<file path="src/rtl/latch_wr_arbiter.sv">
// latch_wr_arbiter: round-robin write-port controller for a shared D-latch bank.
// Each write runs setup / enable / hold so latch D is stable around its enable.
module latch_wr_arbiter #(
    parameter  int N_REQ = 4,
    parameter  int DW    = 8,
    parameter  int AW    = 2,
    localparam int IW    = (N_REQ > 1) ? $clog2(N_REQ) : 1,
    localparam int NL    = 1 << AW
) (
    input  logic                clk,
    input  logic                reset,
    input  logic [N_REQ-1:0]    req,
    input  logic [N_REQ*AW-1:0] req_addr,
    input  logic [N_REQ*DW-1:0] req_data,
    output logic [N_REQ-1:0]    ack,
    output logic [AW-1:0]       lat_addr,
    output logic [DW-1:0]       lat_d,
    output logic [NL-1:0]       lat_en,
    output logic                busy,
    output logic [IW-1:0]       gnt_id
);

    typedef enum logic [1:0] {
        IDLE,
        SETUP,
        ENABLE,
        HOLD
    } state_t;

    state_t           state;
    logic [IW-1:0]    rr_ptr;
    logic [N_REQ-1:0] arb_req;
    logic             arb_hit;
    logic [IW-1:0]    arb_win;
    logic [IW-1:0]    next_ptr;
    logic [AW-1:0]    cap_addr;
    logic [DW-1:0]    cap_data;

    function automatic logic [IW-1:0] wrap_inc(
        input logic [IW-1:0] p,
        input int            k
    );
        int s;
        s = int'(p) + k;
        if (s >= N_REQ) s = s - N_REQ;
        return IW'(s);
    endfunction

    // The grantee leaving HOLD is masked so a pending peer always wins first.
    always_comb begin
        arb_req = req;
        if (state == HOLD) arb_req = req & ~(N_REQ'(1) << gnt_id);
        arb_hit = 1'b0;
        arb_win = '0;
        for (int i = 0; i < N_REQ; i++) begin
            if (!arb_hit && arb_req[wrap_inc(rr_ptr, i)]) begin
                arb_hit = 1'b1;
                arb_win = wrap_inc(rr_ptr, i);
            end
        end
    end

    assign next_ptr = wrap_inc(gnt_id, 1);
    assign cap_addr = req_addr[arb_win*AW +: AW];
    assign cap_data = req_data[arb_win*DW +: DW];

    always_ff @(posedge clk or posedge reset) begin
        if (reset) begin
            state    <= IDLE;
            rr_ptr   <= '0;
            ack      <= '0;
            lat_en   <= '0;
            lat_d    <= '0;
            lat_addr <= '0;
            busy     <= 1'b0;
            gnt_id   <= '0;
        end else begin
            unique case (state)
                IDLE: begin
                    if (arb_hit) begin
                        gnt_id   <= arb_win;
                        lat_addr <= cap_addr;
                        lat_d    <= cap_data;
                        busy     <= 1'b1;
                        state    <= SETUP;
                    end
                end
                SETUP: begin
                    lat_en <= NL'(1) << lat_addr;
                    state  <= ENABLE;
                end
                ENABLE: begin
                    lat_en <= '0;
                    ack    <= N_REQ'(1) << gnt_id;
                    rr_ptr <= next_ptr;
                    state  <= HOLD;
                end
                HOLD: begin
                    ack <= '0;
                    if (arb_hit) begin
                        gnt_id   <= arb_win;
                        lat_addr <= cap_addr;
                        lat_d    <= cap_data;
                        state    <= SETUP;
                    end else begin
                        busy  <= 1'b0;
                        state <= IDLE;
                    end
                end
                default: state <= IDLE;
            endcase
        end
    end

endmodule

</file>
<file path="config.mk">
export PLATFORM = sky130hd
export DESIGN_NAME = latch_wr_arbiter
export DESIGN_NICKNAME = d
export VERILOG_FILES = /design/src/rtl/latch_wr_arbiter.sv
export SDC_FILE = /design/constraint.sdc
export NUM_CORES = 1
export LEC_CHECK = 0
export BUFFER_PORTS_ARGS = -buffer_cell sky130_fd_sc_hd__buf_2
export CORE_ASPECT_RATIO = 1.75
export CORE_MARGIN = 2
export CORE_UTILIZATION = 45
export CTS_CLUSTER_DIAMETER = 40
export DETAILED_ROUTE_END_ITERATION = 12
export PLACE_DENSITY = 0.76
export SYNTH_ARGS = -nofsm -noshare
export SYNTH_HDL_FRONTEND = slang
export SYNTH_SLANG_ARGS = --single-unit
export TNS_END_PERCENT = 50
</file>
<file path="constraint.sdc">
create_clock -name clk -period 3.05 [get_ports clk]
set_input_delay 0.61 -clock clk [delete_from_list [all_inputs] [get_ports clk]]
set_output_delay 0.61 -clock clk [all_outputs]
set_load 0.005 [all_outputs]
</file>
# Yosys cells after proc, flatten, opt, wreduce, memory -nomap -nowiden

Index checks and enable logic that the tools add are counted.

Mux-type cells: 30
Add/subtract/negate cells: 9
Bitwise operators: 2
Reduce and logical (&&, ||, !) cells: 13
$lt $le $gt $ge: 9
Equal/unequal tests: 5
Shifts and indexed selects: 4

Operators by type and width:

| operator                                                               | number |
|---|---|
| 32-bit by 6-bit variable part select with 8-bit output                 | 1 |
| 2-bit 2-to-1 mux                                                       | 10 |
| 4-bit one-hot mux with 2 select lines                                  | 2 |
| 3-bit >= comparator (second input constant)                            | 4 |
| 2-bit by 3-bit < comparator with 1-bit output (second input constant)  | 4 |
| 1-bit 2-to-1 mux                                                       | 11 |
| 2-bit by 1-bit subtractor with 2-bit output (second input constant)    | 5 |
| 1-bit binary-select mux with 2-bit select                              | 4 |
| 2-bit one-hot mux with 4 select lines                                  | 1 |
| 8-bit by 4-bit variable part select with 2-bit output                  | 1 |
| 1-bit by 2-bit << shifter with 4-bit output (first input constant)     | 2 |
| 2-bit by 1-bit adder with 3-bit output (second input constant)         | 2 |
| 2-bit by 2-bit adder with 3-bit output (second input constant)         | 2 |
| 2-bit nonzero test                                                     | 3 |
| 4-bit bitwise AND                                                      | 1 |
| 2-bit == test (second input constant)                                  | 2 |
| 4-bit 2-to-1 mux                                                       | 1 |
| 2-bit != test (second input constant)                                  | 2 |
| 4-bit inverter                                                         | 1 |
| 2-bit by 3-bit >= comparator with 1-bit output (second input constant) | 1 |
| 1-bit logical AND                                                      | 3 |
| 1-bit zero test                                                        | 3 |
| 3-bit AND reduction                                                    | 1 |
| 2-bit by 1-bit == test with 1-bit output (second input constant)       | 1 |
| other kinds (4)                                                        | 4 |

Flip-flop bits (word level): 25
Logic and storage cells: 80
Input port bits: 46
Output and inout port bits: 21

# Logic depth before layout (Yosys ltp)

Depth in word-level cells: 18
Gate-level depth with buffers: 8
Depth with buffers taken out: 7

# Worst setup path before layout

Ideal clock, no wire load.

Kind: register to register
Start point: register state[0]
End point: register lat_addr[0]
Required time: 2.908 ns
Path buffers: 2
Period minus slack after synthesis: 2.132 ns
Stages on the path, launching flop included: 9
Library setup time: 0.142 ns
Path slack: 0.918 ns
Arrival: 1.990 ns
Cell sequence: dfrtp_1 -> ha_1 -> buf_6 -> a21bo_1 -> o21bai_1 -> a211o_1 -> buf_2 -> a2111oi_0 -> a211oi_1

Longest elaborated chain between the ends: 15
Elaborated cells on any way between the ends: 28
Classes of those cells: eq/ne (1); shift (1); mux (17); reduce/logical (9)

RTL lines:

| what                                                                                                | RTL line | source |
|---|---|---|
| start, declared                                                                                     | 30       | `state_t state;` |
| start signal, assigned                                                                              | 69       | `state <= IDLE;` |
| start signal, assigned                                                                              | 85       | `state <= SETUP;` |
| start signal, assigned                                                                              | 90       | `state <= ENABLE;` |
| 2-bit == test                                                                                       | 52, 78   |  |
| 4-bit 2-to-1 mux                                                                                    | 52       | `if (state == HOLD) arb_req = req & ~(N_REQ'(1) << gnt_id);` |
| 1-bit binary-select mux with 2-bit select                                                           | 56       | `if (!arb_hit && arb_req[wrap_inc(rr_ptr, i)]) begin` |
| 1-bit 2-to-1 mux (implied by the code)                                                              | 56       |  |
| 1-bit 2-to-1 mux                                                                                    | 56       |  |
| 1-bit zero test                                                                                     | 56       |  |
| 1-bit logical AND                                                                                   | 56       |  |
| 1-bit 2-to-1 mux                                                                                    | 56       |  |
| 1-bit zero test                                                                                     | 56       |  |
| 1-bit logical AND                                                                                   | 56       |  |
| 1-bit 2-to-1 mux                                                                                    | 56       |  |
| 1-bit zero test                                                                                     | 56       |  |
| 1-bit logical AND                                                                                   | 56       |  |
| 2-bit 2-to-1 mux / 1-bit 2-to-1 mux (equally long branches)                                         | 56       |  |
| 8-bit by 4-bit variable part select with 2-bit output / 2-bit AND reduction (equally long branches) | --       |  |
| end signal, assigned                                                                                | 82       | `lat_addr <= cap_addr;` |
| end signal, assigned                                                                                | 102      | `lat_addr <= cap_addr;` |
| end, declared                                                                                       | 16       | `output logic [AW-1:0] lat_addr,` |

Several ways; a longest one is shown, not always the timed one. The select of a mux whose other input is x is not followed.
A chain may end at the register's enable or synchronous reset.

# Final worst setup path

Start point: register state[0]
End point: register lat_d[6]

Longest elaborated chain between the ends: 15
Elaborated cells on any way between the ends: 28
Classes of those cells: eq/ne (1); shift (1); mux (17); reduce/logical (9)

RTL lines:

| what                                                                                                 | RTL line | source |
|---|---|---|
| 2-bit == test                                                                                        | 52, 78   |  |
| 4-bit 2-to-1 mux                                                                                     | 52       |  |
| 1-bit binary-select mux with 2-bit select                                                            | 56       |  |
| 1-bit 2-to-1 mux (implied by the code)                                                               | 56       |  |
| 1-bit 2-to-1 mux                                                                                     | 56       |  |
| 1-bit zero test                                                                                      | 56       |  |
| 1-bit logical AND                                                                                    | 56       |  |
| 1-bit 2-to-1 mux                                                                                     | 56       |  |
| 1-bit zero test                                                                                      | 56       |  |
| 1-bit logical AND                                                                                    | 56       |  |
| 1-bit 2-to-1 mux                                                                                     | 56       |  |
| 1-bit zero test                                                                                      | 56       |  |
| 1-bit logical AND                                                                                    | 56       |  |
| 2-bit 2-to-1 mux / 1-bit 2-to-1 mux (equally long branches)                                          | 56       |  |
| 32-bit by 6-bit variable part select with 8-bit output / 2-bit AND reduction (equally long branches) | --       |  |
| end signal, assigned                                                                                 | 83       | `lat_d <= cap_data;` |
| end signal, assigned                                                                                 | 103      | `lat_d <= cap_data;` |
| end, declared                                                                                        | 17       | `output logic [DW-1:0] lat_d,` |

Several ways; a longest one is shown, not always the timed one. The select of a mux whose other input is x is not followed.

==> impl_metrics.yaml <==
status:
  status: "finished, final reports clean"
logic_synthesis:
  ys_types: 33
  synthesis.nets: 230
  synth_edf_count: 0
  synthTopCellsByArea: "dfrtp_1, a2111oi_0, mux2i_1, ha_1, a211oi_1"
  seq_area_frac_synth_pct: 38.5
  yosys_warnings: 0
  syn_inst: 176
  yosysTopAreaCell: "dfrtp_1"
  synth_top_area_share_pct: 38.5
  avgSynthCellArea_um2: 9.23
  ys_ff_latch: 25
  ys_async_sr_fraction_pct: 100
  netlist_area_mm2: 0.00162
  dominantRegCellSynth: "dfrtp_1"
power_and_ir_drop:
  peakVddDrop_mv: 0.532
  p_leak_uw: 0.00102
  power.density_mw_per_mm2: 970
  power_uw: 1960
sta:
  fin_skew_ns: 0.00212
  worst_pin_slew_ns: 0.974
  setup_viol: 0
  fmax_mhz: 392
  hold_viol_final: 0
  whs_ns: 0.493
  timing.final.crit_period_ns: 2.55
  finalSetupTns_ns: 0
  max-slew-margin-rel_pct: 35.0
  rsz0062_at_grt: "false"
  finalMaxSlewViolations: 0
  fin_crit_sh_pct: 83.7
grt:
  met3_usage_pct: 1.79
  grtUsageMet1_pct: 22.4
  grt_max_degree: 26
  grt_usage_pct: 19.9
  grt_pass1_vias: 1507
  gr-total-overflow: 0
  top_usage_layer: "met2"
  use_met2_pct: 37.8
  grt_pass1_wl_um: 6600
  antenna_found_initial: 0
route:
  drc: 0
  ant_nets: 0
  drt_pass1_iterations: 4
  wire_per_inst_um: 13.9
  route.vias.total: 1533
  viasPerCell: 5.44
  drt_wl_total_um: 3920
  drt_iter0_drc: 29
worst_setup_path:
  cp-start-kind: "register"
  worst-path-max-fanout: 12
  critPathKind: "reg2reg"
  crit_start: "state[0]"
  r2r-start: "state[0]"
  cp_data_required_time_ns: 3.19
  worstPathArrival_ns: 2.69
  cp-end-kind: "register"
cells_and_area:
  drive_gt1_share_pct: 32.1
  final_nets: 292
  final.fill_count: 344
  n_antenna_cell: 0
  final_cells: 282
  final_common_cell: "buf_2"
  areaGrowthSynthToFinish_pct: 24.7
  mostFrequentLayoutCells: "buf_2, dfrtp_1, inv_1, nor2_1, a2111oi_0"
floorplan:
  die_area_mm2: 0.00412
  die_height_um: 83.5
  start_util_pct: 47.3
  ioPinCount: 67
  fp.dieW_um: 49.4
  rows: 28
  coreArea_mm2: 0.00343
cts:
  cts_sinks: 25
  clk_pin_slew_ns: 0.09
  post_cts_resized: 0
  postCtsSetupBuffers: 0
  htreeDepth: 1
  clockBufferDepth: 2
  cts_buffers: 3
  cts_hold_buf: 0
  cts_tree: "built"
  cts_root_buf: "clkbuf_8"
  clk_latency_ns: 0.27
placed_design:
  gp_congestion: 0.753
  port-buffer-count: 66
  dp.cells: 278
  dp_hpwl_um: 3000
min_path:
  holdCritPathClass: "reg2reg"
  min_from: "lat_en[1]"
flow_run:
  cap_violations: 0
==> registers in the layout, summed over array words and instances, names as in the netlist <==
| signal | count |
|---|---|
| lat_d | 8 |
| ack | 4 |
| lat_en | 4 |
| gnt_id | 2 |
| lat_addr | 2 |
| rr_ptr | 2 |
| state | 2 |
| busy | 1 |
==> Yosys cell counts, types with 2 or more instances <==
cell type and n:
a211oi_1 11, buf_2 3, o32ai_1 2, a21boi_1 2, nand2_1 6, o2bb2ai_1 3
o21ai_0 5, a2111oi_0 20, clkbuf_1 8, dfrtp_1 25, a21oi_1 6, inv_1 21
mux2i_1 14, ha_1 8, nand2b_1 4, nor2_1 21
==> layout make-up <==
type	instances	area [um^2]	area share [%]
repair buffers	70	360	17.8
clock buffers	4	45.0	2.22
multi-input cells	117	860	42.4
well taps	45	56.3	2.78
flip-flops and latches	25	626	30.9
inverters	21	78.8	3.89
==> where the power goes <==
part | switching [uW] | internal [uW]
Clock | 105 | 93.6
Sequential | 111 | 490
Combinational | 667 | 498
==> layer usage <==
layer	wire, um	vias to the layer above
li1	-	773
met1	1630	714
met2	2080	41
met3	146	5
met4	60	0
met5	0	-
==> cell families (layout without fill, tap and decap cells) <==
family                   after synthesis  in the layout  share of synthesized area (%)
buffers and inverters                 34             95                           8.55
AO/OA/AOI/OAI                         60             60                           28.6
multiplexers                          15             15                           9.32
AND/OR/NAND/NOR                       34             34                           8.86
adder cells (fa/ha/maj)                8              8                           6.16
flip-flops                            25             25                           38.5
==> worst max-delay path, cell delays in order (launching register included) <==
cell and delay [ns]:
dfrtp_1 0.41, ha_1 0.34, a21bo_1 0.25, o21bai_1 0.31, a211o_1 0.37, buf_4 0.19
a2111oi_0 0.44, a211oi_1 0.09
==> final timing paths <==
check | to | slack (ns) | depth (start not counted)
hold reg to reg | lat_en[1] | 0.49 | 1
setup reg to reg | lat_d[6] | 0.50 | 7
min in group asynchronous | lat_d[7] | 0.55 | 2
hold / removal | lat_en[1] | 0.49 | 1
max in group asynchronous | ack[3] | 1.91 | 2
setup / recovery | lat_d[6] | 0.50 | 7
==> per-stage QoR <==
| stage | util [%] | worst slack [ns] | area (um^2) |
|---|---|---|---|
| final | 59.0 | 0.496 | 2030 |
| after detailed placement | 57.7 | 0.524 | 1980 |
| after global routing | 59.0 | 0.126 | 2030 |
| after global placement | 57.7 | 0.593 | 1980 |
| after CTS | 59.0 | 0.512 | 2030 |
| after floorplan | - | 0.918 | 1620 |
No activity file was read; power rests on OpenSTA's default activity.
